**config.mk**
```make
export PLATFORM = sky130hd
export DESIGN_NAME = wrr_hold_arbt
export DESIGN_NICKNAME = d
export VERILOG_FILES = /design/src/rtl/wrr_hold_arbt.sv
export SDC_FILE = /design/constraint.sdc
export NUM_CORES = 1
export LEC_CHECK = 0
export BUFFER_PORTS_ARGS = -buffer_cell sky130_fd_sc_hd__buf_2
export CELL_PAD_IN_SITES_DETAIL_PLACEMENT = 1
export CELL_PAD_IN_SITES_GLOBAL_PLACEMENT = 2
export CORE_MARGIN = 4
export CORE_UTILIZATION = 36
export DETAILED_ROUTE_END_ITERATION = 8
export PLACE_DENSITY_LB_ADDON = 0.1
export REMOVE_ABC_BUFFERS = 1
export SYNTH_ARGS = -nofsm -noshare
export SYNTH_HDL_FRONTEND = slang
export SYNTH_SLANG_ARGS = --single-unit
```
**constraint.sdc**
```tcl
create_clock -name clk -period 2.7 [get_ports clk]
set_clock_uncertainty 0.15 [all_clocks]
set_input_delay 0.27 -clock clk [delete_from_list [all_inputs] [get_ports clk]]
set_output_delay 0.27 -clock clk [all_outputs]
set_load 0.05 [all_outputs]
```
**src/rtl/wrr_hold_arbt.sv**
```systemverilog
// wrr_hold_arbt: weighted round-robin arbiter for one multi-cycle resource.
// A grant is held until done, until the holder drops req, or until the hold timeout fires.
// Ports:
//   clk, rst_n  - clock and async active-low reset
//   req[N]      - level request per agent
//   done        - 1-cycle pulse, resource finished the current transfer
//   weight_cfg  - agent i weight at [i*WW +: WW], 0 treated as 1
//   gnt[N]      - registered one-hot grant
//   gnt_vld     - any grant active
//   gnt_id      - index of last holder (sticky while gnt_vld=0)
//   timeout     - 1-cycle pulse when a grant is force-released
module wrr_hold_arbt #(
    parameter int N        = 4,
    parameter int WW       = 4,
    parameter int MAX_HOLD = 16
) (
    input  logic                 clk,
    input  logic                 rst_n,
    input  logic [N-1:0]         req,
    input  logic                 done,
    input  logic [N*WW-1:0]      weight_cfg,
    output logic [N-1:0]         gnt,
    output logic                 gnt_vld,
    output logic [$clog2(N)-1:0] gnt_id,
    output logic                 timeout
);

    localparam int IW = $clog2(N);
    localparam int HW = (MAX_HOLD < 2) ? 1 : $clog2(MAX_HOLD);
    localparam logic [HW-1:0] HOLD_LAST =
        (MAX_HOLD == 0) ? '0 : HW'(MAX_HOLD - 1);

    typedef enum logic [1:0] {
        S_IDLE   = 2'd0,
        S_REFILL = 2'd1,
        S_GRANT  = 2'd2
    } state_t;

    state_t          r_state;
    state_t          w_nxt_state;
    logic [WW-1:0]   r_credit [N];
    logic [WW-1:0]   w_credit [N];
    logic [IW-1:0]   r_ptr;
    logic [IW-1:0]   w_ptr;
    logic [IW-1:0]   r_gnt_id;
    logic [IW-1:0]   w_gnt_id;
    logic [HW-1:0]   r_hold_cnt;
    logic [HW-1:0]   w_hold_cnt;
    logic [N-1:0]    r_gnt;
    logic [N-1:0]    w_gnt;
    logic            r_timeout;
    logic            w_timeout;
    logic            w_found;
    logic [IW-1:0]   w_win;
    logic [IW-1:0]   w_cand;
    logic            w_in_grant;
    logic            w_done;
    logic            w_abandon;
    logic            w_expire;
    logic            w_release;

    function automatic logic [IW-1:0] f_wrap(input int v);
        return IW'(v % N);
    endfunction

    function automatic logic [IW-1:0] f_inc(input logic [IW-1:0] idx);
        return (idx == IW'(N - 1)) ? '0 : idx + 1'b1;
    endfunction

    // First agent with a request and credit left, scanning from r_ptr.
    always_comb begin
        w_found = 1'b0;
        w_win   = '0;
        w_cand  = '0;
        for (int k = 0; k < N; k++) begin
            w_cand = f_wrap(int'(r_ptr) + k);
            if (!w_found && req[w_cand] && (r_credit[w_cand] != '0)) begin
                w_found = 1'b1;
                w_win   = w_cand;
            end
        end
    end

    // Release causes in priority order: done, then abandon, then timeout.
    assign w_in_grant = (r_state == S_GRANT);
    assign w_done     = w_in_grant && done;
    assign w_abandon  = w_in_grant && !done && !req[r_gnt_id];
    assign w_expire   = w_in_grant && !done && req[r_gnt_id] &&
                        (MAX_HOLD != 0) && (r_hold_cnt == HOLD_LAST);
    assign w_release  = w_done || w_abandon || w_expire;

    always_ff @(posedge clk or negedge rst_n) begin
        if (!rst_n) begin
            r_state <= S_IDLE;
        end else begin
            r_state <= w_nxt_state;
        end
    end

    always_comb begin
        w_nxt_state = r_state;
        unique case (r_state)
            S_IDLE: begin
                if (w_found) begin
                    w_nxt_state = S_GRANT;
                end else if (|req) begin
                    w_nxt_state = S_REFILL;
                end
            end
            S_REFILL: w_nxt_state = S_IDLE;
            S_GRANT: begin
                if (w_release) begin
                    w_nxt_state = S_IDLE;
                end
            end
            default: w_nxt_state = S_IDLE;
        endcase
    end

    always_comb begin
        w_gnt      = r_gnt;
        w_gnt_id   = r_gnt_id;
        w_ptr      = r_ptr;
        w_hold_cnt = r_hold_cnt;
        w_timeout  = 1'b0;
        for (int i = 0; i < N; i++) begin
            w_credit[i] = r_credit[i];
        end
        unique case (r_state)
            S_IDLE: begin
                if (w_found) begin
                    w_gnt        = '0;
                    w_gnt[w_win] = 1'b1;
                    w_gnt_id     = w_win;
                    w_hold_cnt   = '0;
                end
            end
            S_REFILL: begin
                for (int i = 0; i < N; i++) begin
                    if (weight_cfg[i*WW +: WW] == '0) begin
                        w_credit[i] = WW'(1);
                    end else begin
                        w_credit[i] = weight_cfg[i*WW +: WW];
                    end
                end
            end
            S_GRANT: begin
                if (w_release) begin
                    w_gnt = '0;
                    w_ptr = f_inc(r_gnt_id);
                    if (w_done) begin
                        if (r_credit[r_gnt_id] != '0) begin
                            w_credit[r_gnt_id] = r_credit[r_gnt_id] - 1'b1;
                        end
                    end else if (w_expire) begin
                        w_credit[r_gnt_id] = '0;
                        w_timeout          = 1'b1;
                    end
                end else if (r_hold_cnt != '1) begin
                    w_hold_cnt = r_hold_cnt + 1'b1;
                end
            end
            default: begin
            end
        endcase
    end

    always_ff @(posedge clk or negedge rst_n) begin
        if (!rst_n) begin
            r_gnt      <= '0;
            r_gnt_id   <= '0;
            r_ptr      <= '0;
            r_hold_cnt <= '0;
            r_timeout  <= 1'b0;
            for (int i = 0; i < N; i++) begin
                r_credit[i] <= '0;
            end
        end else begin
            r_gnt      <= w_gnt;
            r_gnt_id   <= w_gnt_id;
            r_ptr      <= w_ptr;
            r_hold_cnt <= w_hold_cnt;
            r_timeout  <= w_timeout;
            for (int i = 0; i < N; i++) begin
                r_credit[i] <= w_credit[i];
            end
        end
    end

    assign gnt     = r_gnt;
    assign gnt_vld = |r_gnt;
    assign gnt_id  = r_gnt_id;
    assign timeout = r_timeout;

endmodule

```
==> results.json <==
{
  "power.density_mw_per_mm2": 1260,
  "synthMuxAreaShare_pct": 13.9,
  "peakVddDrop_v": 0.000573,
  "yosys.area_share.simple_pct": 17.8,
  "num_antenna_cells": 0,
  "dr.pass1.iters": 4,
  "setup_viol": 0,
  "slew_viol_final": 0,
  "worstPathArrival_ns": 2.59,
  "port_buffers": 30,
  "rrSetupSlack_ns": 0.13,
  "hold_slack_ns": 0.0898,
  "crit_path_start_kind": "flip-flop",
  "synth_edf_count": 0,
  "fin_ws_ns": 0.131,
  "sw_frac_of_total_pct": 48.3,
  "max_slew_margin_pct": 47.5,
  "tightest_slew_ns": 0.787,
  "drt_wl_total_um": 6600,
  "synth_fa_ha_area_share_pct": 3.56,
  "r2r_start": "gnt_id[0]",
  "crit_path_end_kind": "flip-flop",
  "ys_seq_area_share_pct": 36.8,
  "min_period_over_period_pct": 95.1,
  "syn-instance-count": 220,
  "via_per_inst": 5.67,
  "combPwrFrac_pct": 60.9,
  "crit_start": "gnt_id[0]",
  "gr-usage-met2_pct": 33.1,
  "power.switching_w": 0.00152,
  "pwr-share-seq_pct": 28.3,
  "die_h_um": 84.5,
  "r2r-end": "r_credit[14]",
  "hold_violations": 0,
  "cts_sinks": 31,
  "crit_required_ns": 2.72,
  "finalNetCount": 292,
  "antenna_found_initial": 0,
  "initial_utilization_pct": 37.6,
  "p_leak_nw": 1.14,
  "drc": 0,
  "yosys-top-cells-area": "dfrtp_1 37%, mux2_2 6.4%, a21oi_1 3.6%",
  "synthXorXnorAreaFrac_pct": 1.25,
  "path_clk_slew_ns": 0.07,
  "grt.met3_usage_pct": 3.53,
  "synth_top_area_cell": "dfrtp_1",
  "cp_slowest_cell": "mux4_1",
  "p_int_w": 0.00163,
  "cts_root_buf": "clkbuf_8",
  "grt_pass1_wl_um": 10800,
  "grt_max_degree": 32,
  "io_pins": 31,
  "synth_compound_area_share_pct": 22.2,
  "core_sq_mm": 0.00561,
  "clockPowerShare_pct": 10.8,
  "nFillCells": 686,
  "yosys_warnings": 0,
  "layout_common_cells": "30 x dfrtp_1, 30 x buf_2, 17 x nand2_1",
  "cts_tree": "done",
  "routedWlPerCell_um": 19.8,
  "hold_path.class": "input pin to flip-flop",
  "grt_busiest_layer": "met2",
  "maxCapViolCount": 0,
  "hpwlAfterDp_um": 5070,
  "synth_seq_cells": 31,
  "status": "finished, final reports clean",
  "syn_area_per_cell_sq_um": 9.58,
  "rsz0062_at_grt": "false",
  "cts.htree.levels": 2,
  "cts_setup_buffers": 0,
  "netlist_area_sq_mm": 0.00211,
  "grt_use_total_pct": 19.4,
  "place_ws_ns": 0.0985,
  "r2r.worst_path.cells": 9,
  "finalCriticalPeriod_ns": 2.57,
  "die_area_sq_mm": 0.00714,
  "async_reset_ff_share_pct": 100,
  "num_rows": 27,
  "drive_gt1_share_pct": 27.1,
  "dr.first_iter.drc_count": 82,
  "cts_buffers": 5,
  "cts_buffer_depth": 2,
  "gp_congestion": 0.857,
  "crit_fanout": 5,
  "crit_type": "flip-flop to flip-flop",
  "synth_top_area_share_pct": 36.8,
  "fp.dieW_um": 84.5,
  "critPathMaxStageDelay_ns": 0.62,
  "path_cells": "mux4_1 > inv_1 > ha_1 > nand2_1 > nand4b_1 > buf_4 > nand3_4 > a2bb2oi_2 > mux2_2",
  "cp-endpoint": "r_credit[14]",
  "area_delta_synth_final_pct": 18.0,
  "grt_overflow": 0,
  "num_vias": 1895,
  "met1_usage_pct": 25.7,
  "synth.distinct_cells": 46,
  "ant_nets": 0,
  "insertion_delay_ns": 0.28,
  "grt_pass1_vias": 2070,
  "fmax_mhz": 389,
  "synthFlopType": "dfrtp_1",
  "synth_top_family_by_area": "compound AO/OA/AOI/OAI gates"
}
what timing repair did:
item | in CTS | in global routing
hold buffers | 1 | 0
setup endpoints to repair | 0 | 15
gates resized for setup | 0 | 1
hold endpoints to repair | 31 | 0
power by group through the flow:
stage	registers, W	logic (W)	clock network (W)
after floorplan	0.000958	0.00124	0
after global placement	0.000893	0.00191	0
after detailed placement	0.000895	0.00192	0
after CTS	0.000888	0.00193	0.000360
after global routing	0.000918	0.00210	0.000384
final	0.000889	0.00192	0.000340
worst min path at each step:
stage | from | endpoint | slack, ns | depth (start not counted)
6_report | weight_cfg[15] | r_credit[3] | 0.09 | 3
5_1_grt | weight_cfg[11] | r_credit[7] | 0.09 | 3
4_1_cts | weight_cfg[15] | r_credit[3] | 0.08 | 3
3_5_place_dp | rst_n | r_credit[15] | 0.24 | 1
3_3_place_gp | rst_n | r_credit[15] | 0.23 | 1
2_1_floorplan | rst_n | gnt[0] | -0.18 | 0
cell usage after synthesis, types with 2 or more instances:
cell type   n
xnor2_1     2
dfrtp_1    31
nor3_1     15
ha_1        6
a221o_1     4
nand4b_1    2
o221ai_1    4
inv_1      16
o21ai_0    14
clkbuf_1    4
a22oi_1     4
mux2_2     12
o41ai_1     4
nand2b_1    3
a22o_1      2
o22ai_1     2
a21oi_1    15
a2bb2oi_2   3
mux4_2      2
mux4_1      2
nor2_1     16
nand2_1    17
and3_1      6
nand3_1     6
nor2b_1     2
mux2i_1     6
layer usage:
layer | up-vias | routed length (um) | part of all wire [%]
li1 | 910 | - | -
met1 | 952 | 3220 | 49
met2 | 28 | 3090 | 47
met3 | 5 | 235 | 3.6
met4 | 0 | 62 | 0.94
met5 | - | 0 | 0
final cells by class:
cell class / count / area (sq um) / share of cell area, %
clock buffers: 6 / 72.6 / 2.92
inverters: 16 / 60.1 / 2.42
multi-input cells: 166 / 1240 / 49.7
flip-flops and latches: 31 / 777 / 31.3
well taps: 72 / 90.1 / 3.62
repair buffers: 43 / 250 / 10.1
critical path: cells and delay by family, from the launching register on:
kind	cells	cell delay, ns
buffers and inverters	2	0.26
AO/OA/AOI/OAI	1	0.10
AND/OR/NAND/NOR	3	0.40
adder cells (fa/ha/maj)	1	0.20
multiplexers	2	0.91
flip-flops	1	0.43
cell families (layout without fill, tap and decap cells):
kind of cell,Yosys count,in the layout
xor gates and xnor gates,3,3
buffers and inverters,23,65
adders and majority gates,6,6
and+or+nand+nor,74,74
DFF,31,31
AOI/OAI and AO/OA,61,61
muxes,22,22
registers in the layout, summed over array words and instances (netlist names):
register	cells
timeout	1
r_state	2
r_credit	16
r_hold_cnt	4
gnt	4
gnt_id	2
r_ptr	2
metrics by stage:
stage / util (%) / total power [W] / instance area, sq um / setup TNS [ns] / cells
floorplan: - / 0.00219 / 2070 / -0.523 / 213
global placement: 42.8 / 0.00280 / 2400 / 0 / 327
detailed placement: 42.8 / 0.00281 / 2400 / 0 / 327
CTS: 44.3 / 0.00317 / 2480 / 0 / 334
global route: 44.3 / 0.00340 / 2490 / 0 / 334
finish: 44.3 / 0.00314 / 2490 / 0 / 334
Note: power is estimated with default switching activity, not from simulation.
